`src/rtl/bayer_mosaic_gen_if.sv`:
```
// rtl/bayer_mosaic_gen_if.sv - RGB pixel in / Bayer raw out bundle for bayer_mosaic_gen
//
// Purpose: groups the RGB input stream and the Bayer raw output stream of
// bayer_mosaic_gen so source, converter and consumers share one bundle.
// Signals:
//   iFVAL            frame valid (rising edge starts a frame)
//   iDVAL            pixel valid inside a line
//   iRed/iGreen/iBlue 12-bit RGB components
//   oDATA            12-bit Bayer raw sample
//   oDVAL            oDATA valid, one cycle per accepted pixel
//   oX_Cont/oY_Cont  11-bit column/row of the sample on oDATA
//   oERR             sticky malformed-frame flag
// Modports: master = RGB source side, slave = converter side.
interface bayer_mosaic_gen_if;
  logic        iFVAL;
  logic        iDVAL;
  logic [11:0] iRed;
  logic [11:0] iGreen;
  logic [11:0] iBlue;
  logic [11:0] oDATA;
  logic        oDVAL;
  logic [10:0] oX_Cont;
  logic [10:0] oY_Cont;
  logic        oERR;

  modport master (
    output iFVAL, iDVAL, iRed, iGreen, iBlue,
    input  oDATA, oDVAL, oX_Cont, oY_Cont, oERR
  );

  modport slave (
    input  iFVAL, iDVAL, iRed, iGreen, iBlue,
    output oDATA, oDVAL, oX_Cont, oY_Cont, oERR
  );
endinterface

```
`src/rtl/bayer_mosaic_gen.sv`:
```
// rtl/bayer_mosaic_gen.sv - RGB stream to 12-bit Bayer raw stream with coordinates
//
// Purpose: tracks column/row from the valid strobes, picks one colour
// component per pixel by the fixed Bayer phase {row[0], col[0]}
// (00 G1, 01 R, 10 B, 11 G2) and flags malformed frames.
// Ports:
//   iCLK  pixel clock, rising edge
//   iRST  asynchronous active-low reset
//   bus   bayer_mosaic_gen_if.slave (RGB in, Bayer raw + coordinates + error out)
// Parameters: H_ACTIVE pixels per line, V_ACTIVE lines per frame.
module bayer_mosaic_gen #(
  parameter int H_ACTIVE = 640,
  parameter int V_ACTIVE = 480
) (
  input  logic              iCLK,
  input  logic              iRST,
  bayer_mosaic_gen_if.slave bus
);

  localparam logic [10:0] H_LIM = 11'(H_ACTIVE);
  localparam logic [10:0] V_LIM = 11'(V_ACTIVE);

  // Edge-detect copies of the strobes.
  logic        fval_q;
  logic        dval_q;
  // Set once iFVAL has been seen low after reset, so an iFVAL already high
  // when reset releases is not mistaken for a frame start.
  logic        armed_q, armed_d;
  // Inside a frame that started with a genuine iFVAL rise.
  logic        in_frame_q, in_frame_d;

  logic [10:0] col_q, col_d;
  logic [10:0] row_q, row_d;
  logic [11:0] data_q, data_d;
  logic        dval_o_q, dval_o_d;
  logic [10:0] x_q, x_d;
  logic [10:0] y_q, y_d;
  logic        err_q, err_d;

  logic        frame_rise;
  logic        fv;
  logic        eol;
  logic [10:0] col_eff;
  logic [10:0] row_eff;

  always_comb begin
    frame_rise = bus.iFVAL & ~fval_q & armed_q;
    fv         = bus.iFVAL & (in_frame_q | frame_rise);
    // A line ends when iDVAL drops or the frame drops under a running line.
    eol        = dval_q & in_frame_q & (~bus.iDVAL | ~fv);
    // Frame start applies to the pixel sampled in the same cycle.
    col_eff    = frame_rise ? 11'd0 : col_q;
    row_eff    = frame_rise ? 11'd0 : row_q;
    armed_d    = armed_q | ~bus.iFVAL;
    in_frame_d = fv;
  end

  always_comb begin
    col_d    = col_q;
    row_d    = row_q;
    err_d    = err_q;
    data_d   = data_q;
    x_d      = x_q;
    y_d      = y_q;
    dval_o_d = 1'b0;

    if (frame_rise) begin
      col_d = 11'd0;
      row_d = 11'd0;
      err_d = 1'b0;
    end

    if (bus.iDVAL) begin
      if (!fv) begin
        err_d = 1'b1;
      end else if ((col_eff < H_LIM) && (row_eff < V_LIM)) begin
        dval_o_d = 1'b1;
        x_d      = col_eff;
        y_d      = row_eff;
        col_d    = col_eff + 11'd1;
        case ({row_eff[0], col_eff[0]})
          2'b01:   data_d = bus.iRed;
          2'b10:   data_d = bus.iBlue;
          default: data_d = bus.iGreen;
        endcase
      end else begin
        // Overrun: dropped, counters stay pinned at their limits.
        err_d = 1'b1;
      end
    end

    // eol never coincides with an accepted pixel or a frame rise.
    if (eol) begin
      col_d = 11'd0;
      row_d = (row_q >= V_LIM) ? V_LIM : row_q + 11'd1;
      if (col_q != H_LIM) begin
        err_d = 1'b1;
      end
    end
  end

  always_ff @(posedge iCLK or negedge iRST) begin
    if (!iRST) begin
      fval_q     <= 1'b0;
      dval_q     <= 1'b0;
      armed_q    <= 1'b0;
      in_frame_q <= 1'b0;
      col_q      <= '0;
      row_q      <= '0;
      data_q     <= '0;
      dval_o_q   <= 1'b0;
      x_q        <= '0;
      y_q        <= '0;
      err_q      <= 1'b0;
    end else begin
      fval_q     <= bus.iFVAL;
      dval_q     <= bus.iDVAL;
      armed_q    <= armed_d;
      in_frame_q <= in_frame_d;
      col_q      <= col_d;
      row_q      <= row_d;
      data_q     <= data_d;
      dval_o_q   <= dval_o_d;
      x_q        <= x_d;
      y_q        <= y_d;
      err_q      <= err_d;
    end
  end

  assign bus.oDATA   = data_q;
  assign bus.oDVAL   = dval_o_q;
  assign bus.oX_Cont = x_q;
  assign bus.oY_Cont = y_q;
  assign bus.oERR    = err_q;

endmodule

```
`src/flat_wrapper.sv`:
```
// flat-port wrapper written by rule: the top's interface ports become plain ports
module bayer_mosaic_gen_flat 
#(
  parameter int H_ACTIVE = 640,
  parameter int V_ACTIVE = 480
)
  (iCLK, iRST, bus_iFVAL, bus_iDVAL, bus_iRed, bus_iGreen, bus_iBlue, bus_oDATA, bus_oDVAL, bus_oX_Cont, bus_oY_Cont, bus_oERR);
  bayer_mosaic_gen_if bus_i ();
  input  logic iCLK;
  input  logic iRST;
  input wire logic [$bits(bus_i.iFVAL)-1:0] bus_iFVAL;
  input wire logic [$bits(bus_i.iDVAL)-1:0] bus_iDVAL;
  input wire logic [$bits(bus_i.iRed)-1:0] bus_iRed;
  input wire logic [$bits(bus_i.iGreen)-1:0] bus_iGreen;
  input wire logic [$bits(bus_i.iBlue)-1:0] bus_iBlue;
  output wire logic [$bits(bus_i.oDATA)-1:0] bus_oDATA;
  output wire logic [$bits(bus_i.oDVAL)-1:0] bus_oDVAL;
  output wire logic [$bits(bus_i.oX_Cont)-1:0] bus_oX_Cont;
  output wire logic [$bits(bus_i.oY_Cont)-1:0] bus_oY_Cont;
  output wire logic [$bits(bus_i.oERR)-1:0] bus_oERR;
  assign bus_i.iFVAL = bus_iFVAL;
  assign bus_i.iDVAL = bus_iDVAL;
  assign bus_i.iRed = bus_iRed;
  assign bus_i.iGreen = bus_iGreen;
  assign bus_i.iBlue = bus_iBlue;
  assign bus_oDATA = bus_i.oDATA;
  assign bus_oDVAL = bus_i.oDVAL;
  assign bus_oX_Cont = bus_i.oX_Cont;
  assign bus_oY_Cont = bus_i.oY_Cont;
  assign bus_oERR = bus_i.oERR;
  bayer_mosaic_gen #(.H_ACTIVE(H_ACTIVE), .V_ACTIVE(V_ACTIVE)) u_core (.iCLK(iCLK), .iRST(iRST), .bus(bus_i));
endmodule
```
`config.mk`:
```
export PLATFORM = sky130hd
export DESIGN_NAME = bayer_mosaic_gen_flat
export DESIGN_NICKNAME = d
export VERILOG_FILES = /design/src/rtl/bayer_mosaic_gen_if.sv /design/src/rtl/bayer_mosaic_gen.sv /design/src/flat_wrapper.sv
export SDC_FILE = /design/constraint.sdc
export NUM_CORES = 1
export LEC_CHECK = 0
export CAP_MARGIN = 0
export CORE_ASPECT_RATIO = 2
export CORE_MARGIN = 5
export CORE_UTILIZATION = 49
export DETAILED_ROUTE_END_ITERATION = 7
export PLACE_DENSITY = 0.8
export SYNTH_ARGS = -nofsm -noshare
export SYNTH_HDL_FRONTEND = slang
export SYNTH_SLANG_ARGS = --single-unit
export TNS_END_PERCENT = 50
```
`constraint.sdc`:
```
create_clock -name iCLK -period 2.8 [get_ports iCLK]
set_input_delay 0.7 -clock iCLK [delete_from_list [all_inputs] [get_ports iCLK]]
set_output_delay 0.7 -clock iCLK [all_outputs]
set_load 0.01 [all_outputs]
```
==> results of run 1 <==
-- sequential cells by signal, indices dropped and copies added, names as in the netlist --
register,cells
u_core.dval_q,1
u_core.row_q,11
u_core.armed_q,1
u_core.bus.oDATA,12
u_core.col_q,11
u_core.bus.oERR,1
u_core.bus.oY_Cont,11
u_core.bus.oX_Cont,11
u_core.fval_q,1
u_core.bus.oDVAL,1
u_core.in_frame_q,1
-- power by group --
part	switching, mW	internal (mW)
Clock	0.389	0.863
Sequential	0.0700	0.991
Combinational	0.231	0.308
-- cells by family (layout without fill, tap and decap cells) --
| group | Yosys count | after routing | share of synthesized area [%] |
|---|---|---|---|
| and+or+nand+nor | 86 | 86 | 16.7 |
| AOI/OAI and AO/OA | 84 | 84 | 19.3 |
| DFF | 62 | 62 | 52.4 |
| buffers and inverters | 20 | 107 | 3.55 |
| muxes | 16 | 16 | 6.04 |
| adders and majority gates | 5 | 5 | 2.11 |
-- cells in the mapped netlist, types with 2 or more instances --
cell / number / area share [%]
a21oi_1: 12 / 2.0
a22o_1: 15 / 4.4
a22oi_1: 12 / 3.0
a31oi_1: 3 / 0.63
a32o_1: 2 / 0.68
and2_1: 9 / 1.9
and3b_1: 2 / 0.59
buf_2: 4 / 0.68
buf_6: 3 / 1.1
clkbuf_1: 5 / 0.63
dfrtp_1: 62 / 52
ha_1: 5 / 2.1
inv_1: 7 / 0.89
mux2_2: 15 / 5.7
nand2_1: 22 / 2.8
nand3_1: 8 / 1.4
nand3b_1: 2 / 0.51
nand4_1: 6 / 1.3
nor2_1: 11 / 1.4
nor2b_1: 2 / 0.42
nor3_1: 4 / 0.68
nor4_1: 2 / 0.42
nor4b_1: 2 / 0.59
o211ai_1: 4 / 1.0
o21ai_0: 23 / 3.9
o21ai_1: 2 / 0.34
o2bb2ai_1: 2 / 0.59
o31ai_1: 4 / 1.0
or2_2: 2 / 0.42
or4_1: 4 / 1.0
-- worst reg2reg max path, delay by kind of cell, from the launching register on --
family | cells | cell delay (ns)
simple gates | 3 | 1.41
flops | 1 | 0.44
compound gates | 1 | 0.25
-- final cells by class --
class	instances	share of cell area, %
clock buffer	9	5.44
clock inverter	7	2.72
inverter	8	0.786
multi-input combinational	191	31.6
sequential	62	37.5
tap	63	1.91
timing repair buffer	83	20.1
-- path summary, 6_finish.rpt --
check,start,endpoint,slack (ns),cells after the start
max in group asynchronous,iRST,u_core.bus.oY_Cont[5],1.76,2
min,iRST,u_core.bus.oDVAL,0.43,1
min reg2reg,u_core.bus.oX_Cont[10],u_core.bus.oX_Cont[10],0.48,1
max,bus_iFVAL,u_core.bus.oDATA[11],0.30,8
max reg2reg,u_core.row_q[5],u_core.bus.oY_Cont[7],0.63,4
min in group iCLK,u_core.bus.oX_Cont[10],u_core.bus.oX_Cont[10],0.48,1
-- metal layers --
layer	up-vias	wire, microns	track usage, %
met2	98	4040	37.1
met3	18	519	6.18
met5	-	0	0
met1	1201	2550	18.9
li1	1179	-	-
met4	0	226	10.1
-- through the flow --
stage	setup TNS, ns	setup WS [ns]	hold slack (ns)	total power [mW]	utilization (%)
6_report	0	0.297	0.428	2.85	69.5
5_1_grt	0	0.135	0.475	2.98	69.5
4_1_cts	0	0.303	0.448	2.89	69.5
3_5_place_dp	-0.0409	-0.0409	0.474	1.62	63.8
3_3_place_gp	0	0.0812	0.468	1.60	63.8
2_1_floorplan	0	0.492	0.404	1.30	-
==> impl_metrics.tcl, run 1 <==
set metrics [dict create \
    synth_warnings 0 \
    numPortBuffers 75 \
    arrival_ns 2.77 \
    path_cells "clkdlybuf4s50_1 -> nand3b_1 -> and2_1 -> inv_1 -> ha_1 -> a22oi_1 -> o21ai_0 -> mux2_2" \
    cpPeakStageDelay_ns 0.48 \
    register_area_sq_um 1550 \
    routedWlPerCell_microns 17.3 \
    grt.total_usage_pct 20.0 \
    drtIter0Drc 88 \
    antenna_left 0 \
    viasPerCell 5.90 \
    power_density_nw_per_um2 689 \
    vias 2496 \
    maxCapViolations 0 \
    grt_pass1_vias 2577 \
    tightestPinTransition_ns 0.971 \
    final_cell_area_sq_um 4140 \
    ir_worst_vdd_mv 0.475 \
    core_area_sq_um 5960 \
    fmax_mhz 400 \
    avgSynthCellArea_sq_um 10.9 \
    die_w_microns 65.0 \
    crit_type "input port to flop" \
    required_ns 3.07 \
    io_pins 76 \
    drv_slew 0 \
    crit_fanout 12 \
    placed_cells 407 \
    ys_seq_elements 62 \
    cts_sinks 62 \
    dieArea_sq_um 7800 \
    slew_headroom_pct 34.9 \
    h-tree-depth 3 \
    diodes 0 \
    min_period_over_period_pct 89.4 \
    fillerInstances 456 \
    cp_slowest_cell "clkdlybuf4s50_1" \
    hold_path_class "input port to asynchronous set/reset pin" \
    place_area_sq_um 3800 \
    synthesis.nets 318 \
    multi_input_area_sq_um 1310 \
    drive_above_1_share_pct 14.4 \
    num_rows 40 \
    drtPass1Iterations 4 \
    seq_area_frac_synth_pct 52.4 \
    routed_wl_microns 7340 \
    cts_tree "yes" \
    area_growth_pct 39.7 \
    synthFlopType "dfrtp_1" \
    ctsLongestPathBuffers 2 \
    path_buf_inv 2 \
    hold_buffers 0 \
    cts_setup_buffers 0 \
    antenna_found_initial 0 \
    synthCells 273 \
    status "complete, no violations" \
    rsz0062_at_grt "no" \
    synth-edff-count 0 \
    layout_common_cells "clkdlybuf4s50_1, dfrtp_1, o21ai_0" \
    end_kind "flop" \
    crit_path_start_kind "input port" \
    fin_crit_ns 2.50 \
    worst_clock_skew_ns 0.00406 \
    cts.root.buffer_cell "clkbuf_16" \
    cts-resized-gates 0 \
    clock_latency_ns 0.33 \
    grt-ovfl-total 0 \
    final_common_cell "clkdlybuf4s50_1" \
    synth_area_sq_um 2960 \
    power.leakage_nw 1.76 \
    async_flop_share_pct 100 \
    final-hold-violation-count 0 \
    cts_made_buffers 9 \
    final-instance-count-excl-fill 423 \
    clkTransAtPathRegs_ns 0.05 \
    initial_core_util_pct 49.7 \
    drc 0 \
    critPathTopFamily "buffers and inverters" \
    dp_hpwl_microns 5540 \
    place.gp.congestion 0.864 \
    setup_viol 0 \
    die_height_microns 120 \
    nNetsFinal 400 \
    synth.distinct_cells 47 \
    grt_max_degree 33 \
    grt_first_pass_wirelength_microns 11900 \
]
Note: power is estimated with default switching activity, not from simulation.
==> inputs of run 2 (changes only) <==
--- a/config.mk
+++ b/config.mk
@@ -5,11 +5,11 @@
 export SDC_FILE = /design/constraint.sdc
 export NUM_CORES = 1
 export LEC_CHECK = 0
-export CAP_MARGIN = 0
 export CORE_ASPECT_RATIO = 2
 export CORE_MARGIN = 5
 export CORE_UTILIZATION = 49
 export DETAILED_ROUTE_END_ITERATION = 7
+export MAX_ROUTING_LAYER = met4
 export PLACE_DENSITY = 0.8
 export SYNTH_ARGS = -nofsm -noshare
 export SYNTH_HDL_FRONTEND = slang
==> impl_metrics.tcl, run 2 (same netlist as run 1, synthesis figures left out) <==
set metrics [dict create \
    status "complete, no violations" \
    antenna_left 0 \
    arrival_ns 2.77 \
    dp_hpwl_microns 5540 \
    routed_wl_microns 7330 \
    cts_tree "yes" \
    nNetsFinal 400 \
    drive_above_1_share_pct 14.4 \
    clkTransAtPathRegs_ns 0.05 \
    cts_setup_buffers 0 \
    initial_core_util_pct 49.7 \
    die_w_microns 65.0 \
    fmax_mhz 400 \
    crit_fanout 12 \
    ctsLongestPathBuffers 2 \
    die_height_microns 120 \
    fin_util_pct 69.5 \
    grt_pass1_vias 2569 \
    reg2reg_from "u_core.row_q[5]" \
    core_area_sq_um 5960 \
    drc 0 \
    p_sw_share_pct 24.2 \
    cts-resized-gates 0 \
    diodes 0 \
    place.gp.congestion 0.878 \
    required_ns 3.07 \
    largest_register_ffs 12 \
    antenna_found_initial 0 \
    crit_path_start_kind "input port" \
    crit_type "input port to flop" \
    crit_path_start "bus_iFVAL" \
    end_kind "flop" \
    grt_max_degree 33 \
    pwr-share-seq_pct 37.2 \
    layout_common_cells "clkdlybuf4s50_1, dfrtp_1, o21ai_0" \
    place_area_sq_um 3800 \
    tightestPinTransition_ns 0.969 \
    hold_path_class "input port to asynchronous set/reset pin" \
    worst_clock_skew_ns 0.00366 \
    final_common_cell "clkdlybuf4s50_1" \
    p_clk_share_pct 43.9 \
    pwr-share-comb_pct 18.9 \
    cts.root.buffer_cell "clkbuf_16" \
    finalSetupTns_ns 0 \
    cts_made_buffers 9 \
    fin_crit_ns 2.50 \
    power.leakage_nw 1.76 \
    clock_latency_ns 0.33 \
    cts_sinks 62 \
    routedWlPerCell_microns 17.3 \
    setup_viol 0 \
    ir_worst_vdd_mv 0.475 \
    rsz0062_at_grt "no" \
    power_density_nw_per_um2 689 \
    slew_headroom_pct 35.1 \
    vias 2499 \
    grt.total_usage_pct 20.5 \
    internal_power_mw 2.16 \
    drtPass1Iterations 4 \
    numPortBuffers 75 \
    viasPerCell 5.91 \
    hold_buffers 0 \
    grt-ovfl-total 0 \
    final-hold-violation-count 0 \
    drtIter0Drc 92 \
    h-tree-depth 3 \
    maxCapViolations 0 \
    setup_ws_ns 0.297 \
    grt_first_pass_wirelength_microns 11900 \
    finalPower_mw 2.85 \
    netSwitchingPower_uw 691 \
    io_pins 76 \
    drv_slew 0 \
    area_growth_pct 39.7 \
    dieArea_sq_um 7800 \
    min_period_over_period_pct 89.4 \
    final_cell_area_sq_um 4140 \
    place_worst_setup_slack_ns -0.0409 \
    num_rows 40 \
]
==> run 2: cell counts in the layout (fill, tap and decap cells not counted) <==
Identical to the previous run, type by type.
==> run 2: per-layer routing <==
metal	share of wire [%]	up-vias	track usage [%]	wire length, microns
li1	-	1178	-	-
met1	35	1216	19.5	2590
met5	0	-	-	0
met3	6.0	16	5.06	440
met2	56	89	37.0	4110
met4	2.6	0	10.1	189
==> run 2: power by group through the flow <==
stage               combinational (mW)  sequential (mW)  clock, mW
CTS                              0.548             1.06       1.27
detailed placement               0.544             1.07          0
global placement                 0.531             1.07          0
global route                     0.587             1.07       1.31
floorplan                        0.207             1.09          0
finish                           0.539             1.06       1.25
==> run 2: critical path, stage by stage <==
cell             delay (ns)
clkdlybuf4s50_1        0.48
nand3b_1               0.20
and2_1                 0.28
inv_1                  0.09
ha_1                   0.41
a22oi_1                0.16
o21ai_0                0.25
mux2_2                 0.20
==> run 2: area by class of cell <==
class / count / area [sq um]
clock inverter: 7 / 113
tap: 63 / 78.8
timing repair buffer: 83 / 831
sequential: 62 / 1550
multi-input combinational: 191 / 1310
fill: 456 / 1820
inverter: 8 / 32.5
clock buffer: 9 / 225
==> run 2: path summary, 6_finish.rpt <==
| kind | end | slack (ns) | cells past startpoint |
|---|---|---|---|
| min in group iCLK | u_core.bus.oX_Cont[10] | 0.48 | 1 |
| worst min register to register | u_core.bus.oX_Cont[10] | 0.48 | 1 |
| worst max-delay path | u_core.bus.oDATA[11] | 0.30 | 8 |
| worst max register to register | u_core.bus.oY_Cont[7] | 0.63 | 4 |
| max in group asynchronous | u_core.bus.oY_Cont[5] | 1.76 | 2 |
| worst min-delay path | u_core.bus.oDVAL | 0.43 | 1 |
==> run 2: through the flow <==
stage | hold WS [ns] | std cells
5_1_grt | 0.477 | 423
4_1_cts | 0.448 | 423
3_5_place_dp | 0.474 | 407
6_report | 0.427 | 423
2_1_floorplan | 0.404 | 273
3_3_place_gp | 0.468 | 407
